## src/rtl/alu_shifter_seq.sv

```systemverilog
// Multi-cycle Z80-style rotate/shift unit: one bit per clock, programmable step count,
// start/busy/done handshake with registered result, carry and S/Z/P flags.
module alu_shifter_seq #(
    parameter int WIDTH = 8,
    parameter int CNT_W = 4
) (
    input  logic             clk,
    input  logic             reset,
    input  logic             start,
    input  logic [2:0]       op543,
    input  logic [WIDTH-1:0] din,
    input  logic             cf_in,
    input  logic [CNT_W-1:0] count,
    output logic             busy,
    output logic             done,
    output logic [WIDTH-1:0] dout,
    output logic             cf_out,
    output logic             sf,
    output logic             zf,
    output logic             pf
);

    typedef enum logic [1:0] {IDLE, SHIFT, DONE} state_t;
    typedef enum logic [2:0] {OP_RLC, OP_RRC, OP_RL, OP_RR, OP_SLA, OP_SRA, OP_SLL, OP_SRL} op_t;

    localparam logic [CNT_W-1:0] WIDTH_CNT = CNT_W'(WIDTH);

    state_t           state, state_nxt;
    op_t              op_r;
    logic [WIDTH-1:0] work_r;
    logic             carry_r;
    logic [CNT_W-1:0] remaining;

    logic [CNT_W-1:0] count_clamped;
    logic [WIDTH-1:0] step_r;
    logic             step_c;
    logic [WIDTH-1:0] fin_r;
    logic             fin_c;
    logic             load_out;

    assign count_clamped = (count > WIDTH_CNT) ? WIDTH_CNT : count;

    // One single-bit step of the latched operation on the working register and carry.
    always_comb begin
        // NOTE: every always_comb output gets a default first so no path can infer a latch.
        step_r = work_r;
        step_c = carry_r;
        case (op_r)
            OP_RLC: begin step_c = work_r[WIDTH-1]; step_r = {work_r[WIDTH-2:0], work_r[WIDTH-1]}; end
            OP_RRC: begin step_c = work_r[0];       step_r = {work_r[0], work_r[WIDTH-1:1]};       end
            OP_RL:  begin step_c = work_r[WIDTH-1]; step_r = {work_r[WIDTH-2:0], carry_r};         end
            OP_RR:  begin step_c = work_r[0];       step_r = {carry_r, work_r[WIDTH-1:1]};         end
            OP_SLA: begin step_c = work_r[WIDTH-1]; step_r = {work_r[WIDTH-2:0], 1'b0};            end
            OP_SRA: begin step_c = work_r[0];       step_r = {work_r[WIDTH-1], work_r[WIDTH-1:1]}; end
            OP_SLL: begin step_c = work_r[WIDTH-1]; step_r = {work_r[WIDTH-2:0], 1'b1};            end
            OP_SRL: begin step_c = work_r[0];       step_r = {1'b0, work_r[WIDTH-1:1]};            end
            default: ;
        endcase
    end

    // State register.
    always_ff @(posedge clk or posedge reset) begin
        // NOTE: sequential state uses non-blocking assignments so every register samples pre-edge values.
        if (reset) state <= IDLE;
        else       state <= state_nxt;
    end

    // Next-state logic.
    always_comb begin
        state_nxt = state;
        case (state)
            IDLE:    if (start) state_nxt = (count_clamped == '0) ? DONE : SHIFT;
            SHIFT:   if (remaining == CNT_W'(1)) state_nxt = DONE;
            DONE:    state_nxt = IDLE;
            default: state_nxt = IDLE;
        endcase
    end

    // Output decode.
    always_comb begin
        busy = (state != IDLE);
        done = (state == DONE);
    end

    // A zero-count start goes straight to DONE, so the result comes from the inputs themselves.
    assign load_out = (state_nxt == DONE) && (state != DONE);
    assign fin_r    = (state == IDLE) ? din   : step_r;
    assign fin_c    = (state == IDLE) ? cf_in : step_c;

    always_ff @(posedge clk or posedge reset) begin
        if (reset) begin
            op_r      <= OP_RLC;
            work_r    <= '0;
            carry_r   <= 1'b0;
            remaining <= '0;
            dout      <= '0;
            cf_out    <= 1'b0;
            sf        <= 1'b0;
            zf        <= 1'b0;
            pf        <= 1'b0;
        end else begin
            if (state == IDLE && start) begin
                op_r      <= op_t'(op543);
                work_r    <= din;
                carry_r   <= cf_in;
                remaining <= count_clamped;
            end else if (state == SHIFT) begin
                work_r    <= step_r;
                carry_r   <= step_c;
                remaining <= remaining - CNT_W'(1);
            end

            // Results and flags only move on entry to DONE; they hold through later SHIFTs.
            if (load_out) begin
                dout   <= fin_r;
                cf_out <= fin_c;
                sf     <= fin_r[WIDTH-1];
                zf     <= (fin_r == '0);
                pf     <= ~^fin_r;
            end
        end
    end

endmodule

```

## config.mk

```make
export PLATFORM = sky130hd
export DESIGN_NAME = alu_shifter_seq
export DESIGN_NICKNAME = d
export VERILOG_FILES = /design/src/rtl/alu_shifter_seq.sv
export SDC_FILE = /design/constraint.sdc
export NUM_CORES = 1
export LEC_CHECK = 0
export CAP_MARGIN = 10
export CORE_MARGIN = 1
export CORE_UTILIZATION = 50
export CTS_CLUSTER_DIAMETER = 50
export DETAILED_ROUTE_END_ITERATION = 8
export GPL_ROUTABILITY_DRIVEN = 0
export PLACE_DENSITY = 0.78
export SYNTH_ARGS = -nofsm -noshare
export SYNTH_HDL_FRONTEND = slang
export SYNTH_SLANG_ARGS = --single-unit
```

## constraint.sdc

```tcl
create_clock -name clk -period 3.7 [get_ports clk]
set_input_delay 0.74 -clock clk [delete_from_list [all_inputs] [get_ports clk]]
set_output_delay 0.74 -clock clk [all_outputs]
set_load 0.005 [all_outputs]
```

; Word level (Yosys, flattened, before mapping)
; Index checks and enable logic that the tools add are counted.
[word_totals]
regBits = 30
latchBits = 0
ramBits = 0
rom_bits = 0
in_bits = 19
output_inout_bits = 14
mem_count = 0
[op_classes]
addsub = 1
n_mul = 0
n_div = 0
order_cmp = 1
n_eq_ne = 12
shifts = 0
n_mux = 15
bitwise_logic = 0
reduce_logical = 11
[op_table]
columns = operator, count
row1 = 8-bit case mux with 8 select lines, 1
row2 = 8-bit two-way mux, 3
row3 = 3-bit == test (second input constant), 4
row4 = 4-bit two-way mux, 3
row5 = 8-bit logical NOT, 1
row6 = 4-bit OR reduction, 2
row7 = 8-bit XNOR reduction, 1
row8 = 3-bit by 2-bit == test with 1-bit output (second input constant), 2
row9 = 2-bit two-way mux, 3
row10 = 2-bit == test (second input constant), 2
row11 = 4-bit by 1-bit == test with 1-bit output (second input constant), 1
row12 = 4-bit > comparator (second input constant), 1
row13 = 4-bit logical NOT, 1
row14 = 2-bit case mux with 2 select lines, 1
row15 = 2-bit nonzero test, 2
row16 = 4-bit by 1-bit subtractor with 4-bit output (second input constant), 1
row17 = 3-bit by 1-bit == test with 1-bit output (second input constant), 1
row18 = 3-bit logical NOT, 1
row19 = 1-bit two-way mux, 3
row20 = 2-bit by 1-bit == test with 1-bit output (second input constant), 1
row21 = 1-bit logical AND, 2
row22 = 2-bit logical NOT, 1
row23 = 2-bit inequality test (second input constant), 1
row24 = 1-bit case mux with 2 select lines, 1

; Depth between registers and ports, before layout
; Gate-level depths: netlist of the first run.
[logic_depth]
word_depth = 8
depth_mapped = 9
depth_no_buf = 8

; Least setup slack after synthesis of the first run
; OpenSTA, ideal clock, no wires.
[synth_timing]
kind = register to register
from = register op_r[2]
to = register pf
t_arrival_ns = 1.936
path_slack_ns = 1.638
path_stages_with_launch = 9
cell_sequence = dfrtp_1 > or3b_2 > a21oi_1 > a211oi_1 > o21bai_1 > ha_1 > xnor2_1 > xnor2_1 > o21ai_0
[synth_between]
elab_chain_cells = 4
word_cells_on_any_way = 11
cone_classes = eq/ne: 7 / mux: 2 / reduce/logical: 2
[synth_lines]
columns = item, line_no
row1 = "start, declared", 29  ; op_t op_r;
row2 = "start signal, assigned", 103  ; op_r <= op_t'(op543);
row3 = 3-bit == test (tied with other cells), 48  ; case (op_r)
row4 = 8-bit case mux with 8 select lines *, 48
row5 = 8-bit two-way mux *, 87  ; assign fin_r = (state == IDLE) ? din : step_r;
row6 = 8-bit XNOR reduction *, 119  ; pf <= ~^fin_r;
row7 = "end signal, assigned", 119
row8 = "end, declared", 20  ; output logic pf
; Every way passes the cells marked *; elsewhere a longest branch is shown, timed or not.
; A chain may end at the register's enable or synchronous reset.

; Worst setup path after layout of the first run
[layout_timing]
from = register state[0]
to = output busy
[layout_between]
elab_chain_cells = 1
[layout_lines]
columns = item, line_no
row1 = "start, declared", 28  ; state_t state, state_nxt;
row2 = "start signal, assigned", 65  ; else state <= state_nxt;
row3 = 2-bit nonzero test, 81  ; busy = (state != IDLE);
row4 = "end, declared", 14  ; output logic busy,
; Every way passes these cells.

==> impl_summary.md, run 1 <==
Outcome
The run finished with clean final reports.

Global routing
After global routing, the most crowded layer is met2. Entering global routing, the biggest net connects 30 pins. The global-route met3 utilization is 6.11%. For met1 alone, demand over resource in global routing was a little under a third. The met2 layer usage reported by global route is between 30% and 40%. The initial antenna violation count came to 0. The first global-routing pass estimated around 6 mm of wire. The via count of the first global-routing pass is approximately 1,300. Summed over all layers, the global routing overflow is 0. Global routing consumed, over all layers together, 23.9% of the routing resources.

Logic synthesis
The share of synthesized area occupied by flip-flops and latches is 44.0%. The area share of the leading cell type in the synthesized netlist is between 40% and 50%. After synthesis the cells add up to approximately 0.0016 mm². The proportion of register bits with asynchronous set or reset after synthesis is between 90% and 100%. Ranked by total cell area, the synthesized netlist is headed by sky130_fd_sc_hd__dfrtp_1, sky130_fd_sc_hd__mux2_2, sky130_fd_sc_hd__o21ai_0. The number of warnings issued by yosys is 0. The number of nets handed over by synthesis was about 190. The average size of a mapped cell is 9.93 µm². Synthesis produced about 170 cells. Counting flops and latches in the post-synthesis netlist gives 29. Yosys mapped the design onto 38 distinct sky130hd cell types. Counting flops with a built-in enable in the synthesized netlist gives 0. In the synthesized netlist the dominant register cell turns out to be sky130_fd_sc_hd__dfrtp_1.

The cell taking the most area after synthesis is sky130_fd_sc_hd__dfrtp_1.

Timing
The count of endpoints failing setup in the final report is 0. Of the available clock period, the critical path in the final layout requires about three quarters. Setup repair after global routing left no endpoint under its margin.

Adding up every negative setup slack in the final design gives 0 ps. The final-report max-slew violation count was 0. Based on the critical path, the design can be clocked at up to 363 MHz. On the final layout, the worst clock skew is roughly 4.4 ps. The count of final hold-check violations is 0.

The final period demand of the worst path is roughly 2800 ps. The worst slew margin relative to its limit is around two thirds. The slew at the pin closest to its max-slew limit is about 500 ps.

Die
The floorplan die height is between 50 and 60 µm. The floorplan die area is roughly 0.0035 mm². The die is approximately 59 µm wide. The initial standard-cell utilization of the core is a little over half.

The count of standard-cell rows is 20. The floorplan step defined a core boundary enclosing a little over 0.003 mm². For this design the top-level I/O count stands at 33.

Final layout
In the layout the commonest cells are sky130_fd_sc_hd__clkdlybuf4s50_1, sky130_fd_sc_hd__dfrtp_1, sky130_fd_sc_hd__o21ai_0. The area growth from synthesis to final layout is 25.3%. The number of filler cells placed in the layout is around 260. The antenna cell count is 0. The final core utilization is between 60% and 70%. The most common library cell in the layout ignoring fill and taps is sky130_fd_sc_hd__clkdlybuf4s50_1. The number of nets at the end of the flow is between 200 and 250.

The post-route netlist has ~11% of its cells at a drive strength greater than 1.

Power
The fraction of power consumed by the clock network is between 10% and 20%. Net switching is roughly two fifths of the power. The power per cell area is roughly 870 mW/mm². The power spent charging and discharging nets is ~0.72 mW. Of the total power, registers draw around a third. In this run, the combinational gates consume between 50% and 60% of the power. The internal power of the cells totals between 1 and 1.5 mW. In this run the static leakage power is about 0.90 nW. IR analysis of the VDD net gives a maximum drop of around 0.00043 V.

Critical path
The endpoint kind of the worst setup timing path is an output port. In this run the worst path has a maximum fanout of 21. The most critical setup path has its startpoint at state[0].

STA classifies the critical path startpoint as a flip-flop. The critical path is of the flip-flop to output port type. At the worst endpoint, the arrival time is 2010 ps. For the worst setup path, the data required time is ~3000 ps. The launch instance of the worst register-to-register path is op_r[2].

Clock tree
The post-cts resize count is 0. Once the clock tree was built, the setup fixing pass inserted 0 buffers. The insertion delay to the later sink of the worst-skew pair is around 330 ps. The number of buffers created by CTS is 5. Buffers inserted to repair hold after CTS numbered 0. The clock slew seen by the registers of the worst setup and hold paths is around 90 ps. The number of H-tree levels is 2. TritonCTS built the clock tree. The tree is rooted in a sky130_fd_sc_hd__clkbuf_4. The maximum count of clock buffers along a single path is 2.

The clock net in this run drives a total of 29 sinks.

Detailed routing
Summed over all layers, the routed wires come to between 3 and 4 mm. In the final routed layout, each cell accounts on average for 15.8 µm. The first-pass iteration count of the detailed router is 4. The number of vias per cell after detailed routing is between 5 and 6.

After the first detailed-routing iteration, the DRC count stood at 75. For this run, design rule violations remaining after detail routing come to 0. The total number of vias is 1,433. The detail route stage leaves a number of antenna-violating nets equal to 0.

Placement
The count of buffers inserted at the top-level ports is 32. The half-perimeter wire length after placement is about 2.7 mm.

Min path
The worst hold path belongs to the class flip-flop to flip-flop. In this run the most critical hold path is launched from pf.

Job
Across the run, the number of max-cap violations was 0.
through the flow:
stage               instances  total power [mW]  cell area, µm²  hold WS, ps  setup WS (ps)
detailed placement        234              1.60            1980          471           1070
finish                    242              1.81            2070          487            948
global route              242              1.95            2070          508            834
CTS                       241              1.81            2040          492            965
floorplan                 166              1.29            1650          462           1640
global placement          234              1.56            1980          469           1120
cell families after synthesis:
kind of cell               count (synthesis)  synth area share [%]
buffers and inverters                     19                  5.39
muxes                                     18                  11.7
and+or+nand+nor                           33                  10.1
adders and majority gates                  6                  4.55
DFF                                       29                  44.0
AOI/OAI and AO/OA                         58                  22.7
xor gates and xnor gates                   3                  1.59
critical path: stages (launching register included):
cell and delay, ps:
sky130_fd_sc_hd__dfrtp_1 330, sky130_fd_sc_hd__buf_4 240, sky130_fd_sc_hd__nor2_1 130, sky130_fd_sc_hd__inv_1 390
sky130_fd_sc_hd__clkdlybuf4s50_1 600
state kept, by name, indices dropped and copies added, names as in the netlist:
| register | cells |
|---|---|
| zf | 1 |
| remaining | 4 |
| cf_out | 1 |
| work_r | 8 |
| carry_r | 1 |
| pf | 1 |
| state | 2 |
| op_r | 3 |
| dout | 8 |
power groups by stage:
stage               clock network [mW]  registers [mW]  logic, mW
finish                           0.200           0.620      0.988
floorplan                            0           0.578      0.710
global placement                     0           0.614      0.951
global route                     0.220           0.636       1.10
detailed placement                   0           0.622      0.981
CTS                              0.205           0.615      0.986
synthesized netlist by cell type, types with 2 or more instances:
library cell	instances
sky130_fd_sc_hd__o21bai_1	2
sky130_fd_sc_hd__nor2_1	8
sky130_fd_sc_hd__a211oi_1	3
sky130_fd_sc_hd__ha_1	6
sky130_fd_sc_hd__xnor2_1	2
sky130_fd_sc_hd__or3b_1	2
sky130_fd_sc_hd__o21ai_0	20
sky130_fd_sc_hd__mux2i_1	8
sky130_fd_sc_hd__a21oi_1	10
sky130_fd_sc_hd__nand3b_1	2
sky130_fd_sc_hd__clkbuf_1	3
sky130_fd_sc_hd__o32ai_1	2
sky130_fd_sc_hd__mux2_2	10
sky130_fd_sc_hd__buf_2	5
sky130_fd_sc_hd__dfrtp_1	29
sky130_fd_sc_hd__nand2b_1	2
sky130_fd_sc_hd__a22oi_1	12
sky130_fd_sc_hd__nand2_1	13
sky130_fd_sc_hd__inv_1	8
final timing paths:
path	end	slack, ps	cells after the start
max	busy	950	4
min in group asynchronous	cf_out	640	2
max in group asynchronous	dout[2]	2640	3
min	pf	490	2
max reg2reg	pf	1430	8
min reg2reg	pf	490	2
final cells by class:
type,count,area (µm²),share of cell area (%)
clock buffers,7,55.1,2.66
inverters,9,33.8,1.63
multi-input cells,118,835,40.4
flip-flops and latches,29,726,35.1
well taps,44,55.1,2.66
repair buffers,35,363,17.6
layer usage:
metal,routed length [µm],up-vias
met1,1630,694
met4,46,0
met2,1890,58
li1,-,675
met5,0,-
met3,254,6
(Power assumes the default switching activity.)
==> inputs of run 2 (changes only) <==
--- a/config.mk
+++ b/config.mk
@@ -7,11 +7,11 @@
 export LEC_CHECK = 0
 export CAP_MARGIN = 10
 export CORE_MARGIN = 1
-export CORE_UTILIZATION = 50
+export CORE_UTILIZATION = 46
 export CTS_CLUSTER_DIAMETER = 50
 export DETAILED_ROUTE_END_ITERATION = 8
 export GPL_ROUTABILITY_DRIVEN = 0
-export PLACE_DENSITY = 0.78
+export PLACE_DENSITY = 0.75
 export SYNTH_ARGS = -nofsm -noshare
 export SYNTH_HDL_FRONTEND = slang
 export SYNTH_SLANG_ARGS = --single-unit
==> constraint.sdc (replaced) <==
create_clock -name clk -period 2.3 [get_ports clk]
set_input_delay 0.46 -clock clk [delete_from_list [all_inputs] [get_ports clk]]
set_output_delay 0.46 -clock clk [all_outputs]
set_load 0.005 [all_outputs]
==> run 2 against run 1 <==
Net effect:
- first-iteration DRC count fell by 5.3%
- sequential power increased by 58%
- hold slack improved by 7.8 ps
- largest power group unchanged
==> impl_summary.md, run 2 (synthesis gave the netlist of run 1 again) <==
Critical path
The most used cell along the critical path is sky130_fd_sc_hd__xnor2_1. The path depth of the worst reg2reg path is 8 (unchanged). The largest driver fanout on the critical path is 2 (was 21). The cell family contributing the most delay on the critical path is compound AO/OA/AOI/OAI gates (was buffers and inverters).

The count of buffer and inverter cells on the critical path came to 0 (was 3). The count of cell instances traversed by the critical path was 8 (was 4). The kind of critical path is flip-flop to flip-flop (was flip-flop to output port).

The end of the worst register-to-register path is pf (unchanged). The reg-to-reg setup timing slack is 150 ps (was 1430 ps). The critical path launch point type is a flip-flop (unchanged).

Cell breakdown of the critical path: or3b_2 -> a21oi_2 -> a211oi_1 -> o21bai_1 -> ha_1 -> xnor2_1 -> xnor2_1 -> o21ai_0 (was buf_4 -> nor2_1 -> inv_1 -> clkdlybuf4s50_1). The maximum cell stage delay along the critical path is 480 ps (was 600 ps). The critical path data required time was 2510 ps (was 2960 ps). The endpoint kind of the worst setup timing path is a flip-flop (was output port). The worst setup path endpoint is pf (was busy).

The launch instance of the worst register-to-register path was op_r[2] (unchanged). The beginning of the critical path is op_r[2] (was state[0]). The data arrival at the endpoint of the critical path is 2360 ps (was 2010 ps). The slowest stage cell on the critical path was sky130_fd_sc_hd__or3b_2 (was sky130_fd_sc_hd__clkdlybuf4s50_1).

Detailed routing
The total number of vias is 1,415 (was 1,433). The total routed wirelength is 3.78 mm (was 3.82 mm). The detailed route wirelength on metal3 is 183 µm (was 254 µm). The post-route met1 wirelength came to 1.67 mm (was 1.63 mm).

The final routed DRC violation total came to 0 (unchanged). The routed wire length on met2 came to 1.87 mm (was 1.89 mm). The number of nets with antenna violations after detailed routing was 0 (unchanged). The uppermost layer routed was met4 (unchanged).

The number of vias per cell after detailed routing is 5.68 (was 5.92). The per-cell routed wire length is 15.2 µm (was 15.8 µm). The first-pass iteration count of the detailed router is 4 (unchanged). The violation count after the first detailed-routing iteration is 71 (was 75).

Final layout
The most common library cell in the layout ignoring fill and taps is sky130_fd_sc_hd__clkdlybuf4s50_1 (unchanged). The final core utilization is 61.7% (was 66.6%). The number of nets at the end of the flow is 228 (was 223). The count of non-filler cells in the finished layout was 249 (was 242).

Largest registers: dout x8, work_r x8, remaining x4 (unchanged). Most used cells in the layout excluding fill and tap cells: sky130_fd_sc_hd__clkdlybuf4s50_1, sky130_fd_sc_hd__dfrtp_1, sky130_fd_sc_hd__o21ai_0 (unchanged). The final design instance area without fill was 0.00209 mm² (was 0.00207 mm²). The area growth from synthesis to final layout came to 26.9% (was 25.3%). The antenna cell count is 0 (unchanged). The share of final-layout standard cells stronger than drive strength 1 is 14.8% (was 11.1%). The number of filler cells placed in the layout was 289 (was 257).

Placement
The placed standard-cell area came to 0.00203 mm² (was 0.00198 mm²). The instance count after placement with tap cells included is 242 (was 234). The count of buffers inserted at the top-level ports is 32 (unchanged). The post-place setup slack is 99.3 ps (was 1070 ps). The half-perimeter wire length after placement came to 2.90 mm (was 2.74 mm).

Power
The share of total power in sequential cells was 33.2% (was 34.3%). The power per cell area is 1410 mW/mm² (was 875 mW/mm²). The internal power is 1.80 mW (was 1.09 mW).

The total power is 2.95 mW (was 1.81 mW). The worst voltage drop across the vdd grid came to 0.000551 V (was 0.000425 V). The logic gate share of total power is 56.4% (was 54.6%). The leakage dissipation is 0.918 nW (was 0.904 nW). The fraction of power consumed by the clock network is 10.4% (was 11.1%). The switching portion of total power is 39.0% (was 39.7%). The power spent charging and discharging nets is 1.15 mW (was 0.718 mW).

Min path
The type of the tightest min-delay check is flip-flop to flip-flop (unchanged).

Timing
The count of endpoints failing setup in the final report is 0 (unchanged). The largest clock skew in the final design was 4.70 ps (was 4.40 ps). The peak clock frequency supported by timing is between 400 and 500 MHz. The final-report max-slew violation count was 0 (unchanged). The final period demand of the worst path is ~2200 ps. The smallest setup slack after layout is 146 ps (was 948 ps).

The slew at the pin closest to its max-slew limit is 445 ps (was 505 ps). The worst slew margin relative to its limit was 70.2% (was 66.4%). The tightest hold margin was 494 ps (was 487 ps). Unrepaired setup endpoints after global routing: false (unchanged). The count of final hold-check violations was 0 (unchanged).

The post-route setup TNS was 0 ps (unchanged). In the finished design, the share of the clock period the worst path needs comes to 93.7%.

Outcome
Result of the run: completed (unchanged).

Clock tree
The buffer cell driving the clock tree root was sky130_fd_sc_hd__clkbuf_4 (unchanged). The maximum count of clock buffers along a single path came to 2 (unchanged). The count of hold-fix buffers inserted at cts is 0 (unchanged).

The setup fix buffers added after clock tree synthesis is 0 (unchanged). The CTS tree is built (unchanged). The number of sinks handled by clock tree synthesis is 29 (unchanged). The insertion delay to the later sink of the worst-skew pair is 320 ps (was 330 ps). The clock slew seen by the registers of the worst setup and hold paths is 80 ps (was 90 ps). The number of buffers created by CTS is 5 (unchanged). The number of H-tree levels is 2 (unchanged).

Global routing
The global route total overflow was 0 (unchanged). The initial antenna violation count is 0 (unchanged). The wire length of the first global-routing pass is 6.13 mm (was 6.16 mm). The via count of the first global-routing pass is 1,376 (was 1,348). The maximum number of pins on one net before global-route repair is 30 (unchanged). The all-layer global routing usage is 22.6% (was 23.9%).

Die
The initial standard-cell utilization of the core came to 48.7% (was 53.1%). The floorplan die height is 61.9 µm (was 59.4 µm). The floorplan die area came to 0.00383 mm² (was 0.00353 mm²). The top-level port count is 33 (unchanged). The count of standard-cell rows is 21 (was 20). The x dimension of the die is 61.9 µm (was 59.4 µm). The area of the placeable core is 0.00339 mm² (was 0.00310 mm²).

Job
The number of max-cap violations is 0 (unchanged).
## run 2: how the worst min path moves through the flow
stage | start | to | slack, ps | cells after the start
final | dout[6] | dout[6] | 490 | 2
after global routing | dout[5] | dout[5] | 520 | 2
after CTS | dout[6] | dout[6] | 500 | 2
after detailed placement | pf | pf | 480 | 2
after global placement | dout[4] | dout[4] | 460 | 2
after floorplan | work_r[2] | work_r[2] | 460 | 2
## run 2: routing by layer
layer	GRT usage, %	up-vias
met1	27.0	673
met4	8.89	0
met3	6.63	7
met2	38.4	51
li1	-	684
met5	0	-
## run 2: area by class of cell
| cell class | instances | area (µm²) | area share, % |
|---|---|---|---|
| timing repair buffer | 40 | 380 | 18.2 |
| multi-input combinational | 118 | 838 | 40.1 |
| tap | 46 | 57.6 | 2.75 |
| clock buffer | 7 | 55.1 | 2.63 |
| sequential | 29 | 727 | 34.7 |
| inverter | 9 | 33.8 | 1.61 |
## run 2: power by group through the flow
| stage | Sequential (mW) | Combinational, mW | Clock [mW] |
|---|---|---|---|
| 3_5_place_dp | 0.979 | 1.67 | 0 |
| 5_1_grt | 1.01 | 1.87 | 0.351 |
| 3_3_place_gp | 0.960 | 1.61 | 0 |
| 4_1_cts | 0.969 | 1.67 | 0.321 |
| 6_report | 0.978 | 1.66 | 0.307 |
| 2_1_floorplan | 0.930 | 1.14 | 0 |
## run 2: worst register-to-register path: stages, from the launching register on
cell and delay (ps):
sky130_fd_sc_hd__dfrtp_1 390, sky130_fd_sc_hd__or3b_2 480, sky130_fd_sc_hd__a21oi_2 190, sky130_fd_sc_hd__a211oi_1 90
sky130_fd_sc_hd__o21bai_1 180, sky130_fd_sc_hd__ha_1 300, sky130_fd_sc_hd__xnor2_1 180, sky130_fd_sc_hd__xnor2_1 140
sky130_fd_sc_hd__o21ai_0 90
## run 2: repair_timing
item                                   4_1_cts  5_1_grt
setup endpoints to repair                    0        2
endpoints found under the hold margin        0        0
resized for setup                            0        3
==> inputs of run 3 (changes only) <==
--- a/config.mk
+++ b/config.mk
@@ -8,6 +8,7 @@
 export CAP_MARGIN = 10
 export CORE_MARGIN = 1
 export CORE_UTILIZATION = 46
+export CTS_BUF_LIST = sky130_fd_sc_hd__clkbuf_16
 export CTS_CLUSTER_DIAMETER = 50
 export DETAILED_ROUTE_END_ITERATION = 8
 export GPL_ROUTABILITY_DRIVEN = 0
==> run 3 against run 2 <==
Net effect:
- critical path depth fell by 5
- routed wire length is 4.5% higher
- final cell count stayed put
- non-clock buffer count stayed put
- sequential power up 0.6%
- design area rose by 3.7%
- power is 10% higher
- critical endpoint is now busy
==> impl_summary.md, run 3 (synthesis gave the netlist of run 1 again) <==
Outcome
Result of the run: completed (unchanged).

Detailed routing
The total number of vias is 1,428 (was 1,415). The number of nets with antenna violations after detailed routing was 0 (unchanged). The per-cell routed wire length is 15.9 µm (was 15.2 µm).

The uppermost layer routed is met4 (unchanged). The first-pass iteration count of the detailed router is 4 (unchanged). The total routed wirelength is 3.95 mm (was 3.78 mm). The post-route met1 wirelength was 1.60 mm (was 1.67 mm). The number of vias per cell after detailed routing is 5.73 (was 5.68). The violation count after the first detailed-routing iteration is 69 (was 71). The detailed route wirelength on metal3 is 251 µm (was 183 µm). The final routed DRC violation total was 0 (unchanged). The routed wire length on met2 is 2.00 mm (was 1.87 mm).

Timing
The count of endpoints failing setup in the final report is 0 (unchanged). The largest clock skew in the final design is 2.95 ps (was 4.70 ps). The worst slew margin relative to its limit is 67.7% (was 70.2%). The count of final hold-check violations is 0 (unchanged). The slew at the pin closest to its max-slew limit is 483 ps (was 445 ps). The share of the cycle needed by the critical path after routing is 94.6% (was 93.7%). The final-report max-slew violation count was 0 (unchanged). The peak clock frequency supported by timing was 460 MHz (was 464 MHz). The final period demand of the worst path was 2180 ps (was 2150 ps). The post-route setup TNS was 0 ps (unchanged).

Unrepaired setup endpoints after global routing: false (unchanged).

Critical path
The end of the worst register-to-register path is pf (unchanged). The cell family contributing the most delay on the critical path is buffers and inverters (was compound AO/OA/AOI/OAI gates). The launch instance of the worst register-to-register path is op_r[2] (unchanged). The critical path data required time is 1840 ps (was 2510 ps). The data arrival at the endpoint of the critical path is 1720 ps (was 2360 ps). The path depth of the worst reg2reg path is 8 (unchanged).

The largest driver fanout on the critical path was 11 (was 2). Cell breakdown of the critical path: nor2_1 -> inv_1 -> clkdlybuf4s50_1 (was or3b_2 -> a21oi_2 -> a211oi_1 -> o21bai_1 -> ha_1 -> xnor2_1 -> xnor2_1 -> o21ai_0). The maximum cell stage delay along the critical path is 530 ps (was 480 ps).

The slowest stage cell on the critical path was sky130_fd_sc_hd__clkdlybuf4s50_1 (was sky130_fd_sc_hd__or3b_2). The critical path launch point type is a flip-flop (unchanged). The count of buffer and inverter cells on the critical path is 2 (was 0). The kind of critical path is flip-flop to output port (was flip-flop to flip-flop). The endpoint kind of the worst setup timing path is an output port (was flip-flop). The reg-to-reg setup timing slack is 150 ps (about the same).

Final layout
The storage element area is 727 µm² (unchanged). The most common library cell in the layout ignoring fill and taps is sky130_fd_sc_hd__clkdlybuf4s50_1 (unchanged). Most used cells in the layout excluding fill and tap cells: sky130_fd_sc_hd__clkdlybuf4s50_1, sky130_fd_sc_hd__dfrtp_1, sky130_fd_sc_hd__o21ai_0 (unchanged). The share of final-layout standard cells stronger than drive strength 1 is 13.8% (was 14.8%). The total area of multi-input combinational cells is 838 µm² (unchanged). The number of nets at the end of the flow is 228 (unchanged).

The antenna cell count is 0 (unchanged). The count of non-filler cells in the finished layout was 249 (unchanged). The area growth from synthesis to final layout is 31.6% (was 26.9%).

The number of filler cells placed in the layout is 273 (was 289). Largest registers: dout x8, work_r x8, remaining x4 (unchanged).

Clock tree
The post-cts resize count is 0 (unchanged). The number of sinks handled by clock tree synthesis came to 29 (unchanged). The buffer cell driving the clock tree root is sky130_fd_sc_hd__clkbuf_16 (was sky130_fd_sc_hd__clkbuf_4). The count of hold-fix buffers inserted at cts is 0 (unchanged). The CTS tree is built (unchanged). The setup fix buffers added after clock tree synthesis is 0 (unchanged). The clock slew seen by the registers of the worst setup and hold paths is 50 ps (was 80 ps).

The maximum count of clock buffers along a single path came to 2 (unchanged). The number of H-tree levels is 2 (unchanged). The insertion delay to the later sink of the worst-skew pair was 270 ps (was 320 ps).

The number of buffers created by CTS came to 5 (unchanged).

Die
The floorplan die height is 61.9 µm (unchanged). The x dimension of the die is 61.9 µm (unchanged). The area of the placeable core is 0.00339 mm² (unchanged). The floorplan die area is 0.00383 mm² (unchanged).

The top-level port count is 33 (unchanged). The count of standard-cell rows was 21 (unchanged). The initial standard-cell utilization of the core is 48.7% (unchanged).

Global routing
The global route total overflow is 0 (unchanged). The initial antenna violation count is 0 (unchanged). The via count of the first global-routing pass is 1,396 (was 1,376). The maximum number of pins on one net before global-route repair is 30 (unchanged). The wire length of the first global-routing pass is 6.36 mm (was 6.13 mm).

The all-layer global routing usage is 23.6% (was 22.6%).

Power
The power per cell area is 1500 mW/mm² (was 1410 mW/mm²). The worst voltage drop across the vdd grid is 0.000595 V (was 0.000551 V). The total power is 3.25 mW (was 2.95 mW). The leakage dissipation came to 0.955 nW (was 0.918 nW).

Placement
The half-perimeter wire length after placement is 2.90 mm (unchanged). The count of buffers inserted at the top-level ports came to 32 (unchanged). The instance count after placement with tap cells included is 242 (unchanged).

Min path
The type of the tightest min-delay check is flip-flop to flip-flop (unchanged). The depth of the worst hold-timing path is 2 (unchanged). The launch point of the worst hold path is dout[6] (unchanged). The capture endpoint of the worst hold path was dout[6] (unchanged).

Job
The number of max-cap violations is 0 (unchanged).
==> run 3: report_power, final <==
group,total (mW),switching (mW),internal [mW]
Combinational,1.67,0.780,0.893
Sequential,0.984,0.219,0.765
Clock,0.591,0.207,0.384
==> run 3: metrics by stage <==
stage | instance area, µm² | setup WS, ps | util, % | hold slack, ps
detailed placement | 2030 | 99.3 | 59.9 | 482
global route | 2170 | 15.0 | 64.0 | 511
CTS | 2160 | 80.5 | 63.9 | 492
global placement | 2030 | 111 | 59.9 | 464
floorplan | 1650 | 238 | - | 462
finish | 2170 | 124 | 64.0 | 486
==> run 3: final cells by class <==
class                   instances  share of cell area (%)
repair buffers                 40                    17.5
clock buffers                   5                    5.77
inverters                       9                    1.56
well taps                      46                    2.65
flip-flops and latches         29                    33.5
clock inverters                 2                   0.346
multi-input cells             118                    38.6
==> run 3: how the worst max path moves through the flow <==
stage	from	end	slack, ps	cells after the start
floorplan	op_r[2]	pf	240	8
global placement	op_r[2]	pf	110	8
detailed placement	start	work_r[7]	100	5
CTS	op_r[2]	pf	80	8
global route	op_r[2]	pf	10	8
finish	state[0]	busy	120	3
==> run 3: worst register-to-register path, stage by stage, from the launching register on <==
cell and delay [ps]:
sky130_fd_sc_hd__dfrtp_1 380, sky130_fd_sc_hd__or3b_2 480, sky130_fd_sc_hd__a21oi_2 190, sky130_fd_sc_hd__a211oi_1 90, sky130_fd_sc_hd__o21bai_1 180, sky130_fd_sc_hd__ha_1 310, sky130_fd_sc_hd__xnor2_1 180, sky130_fd_sc_hd__xnor2_1 140
sky130_fd_sc_hd__o21ai_0 90
==> run 3: metal layers <==
metal  GRT usage (%)  vias to the layer above
met5               0                        -
met2            40.4                       63
met4            12.7                        0
met1            27.9                      671
li1                -                      683
met3            4.76                       11
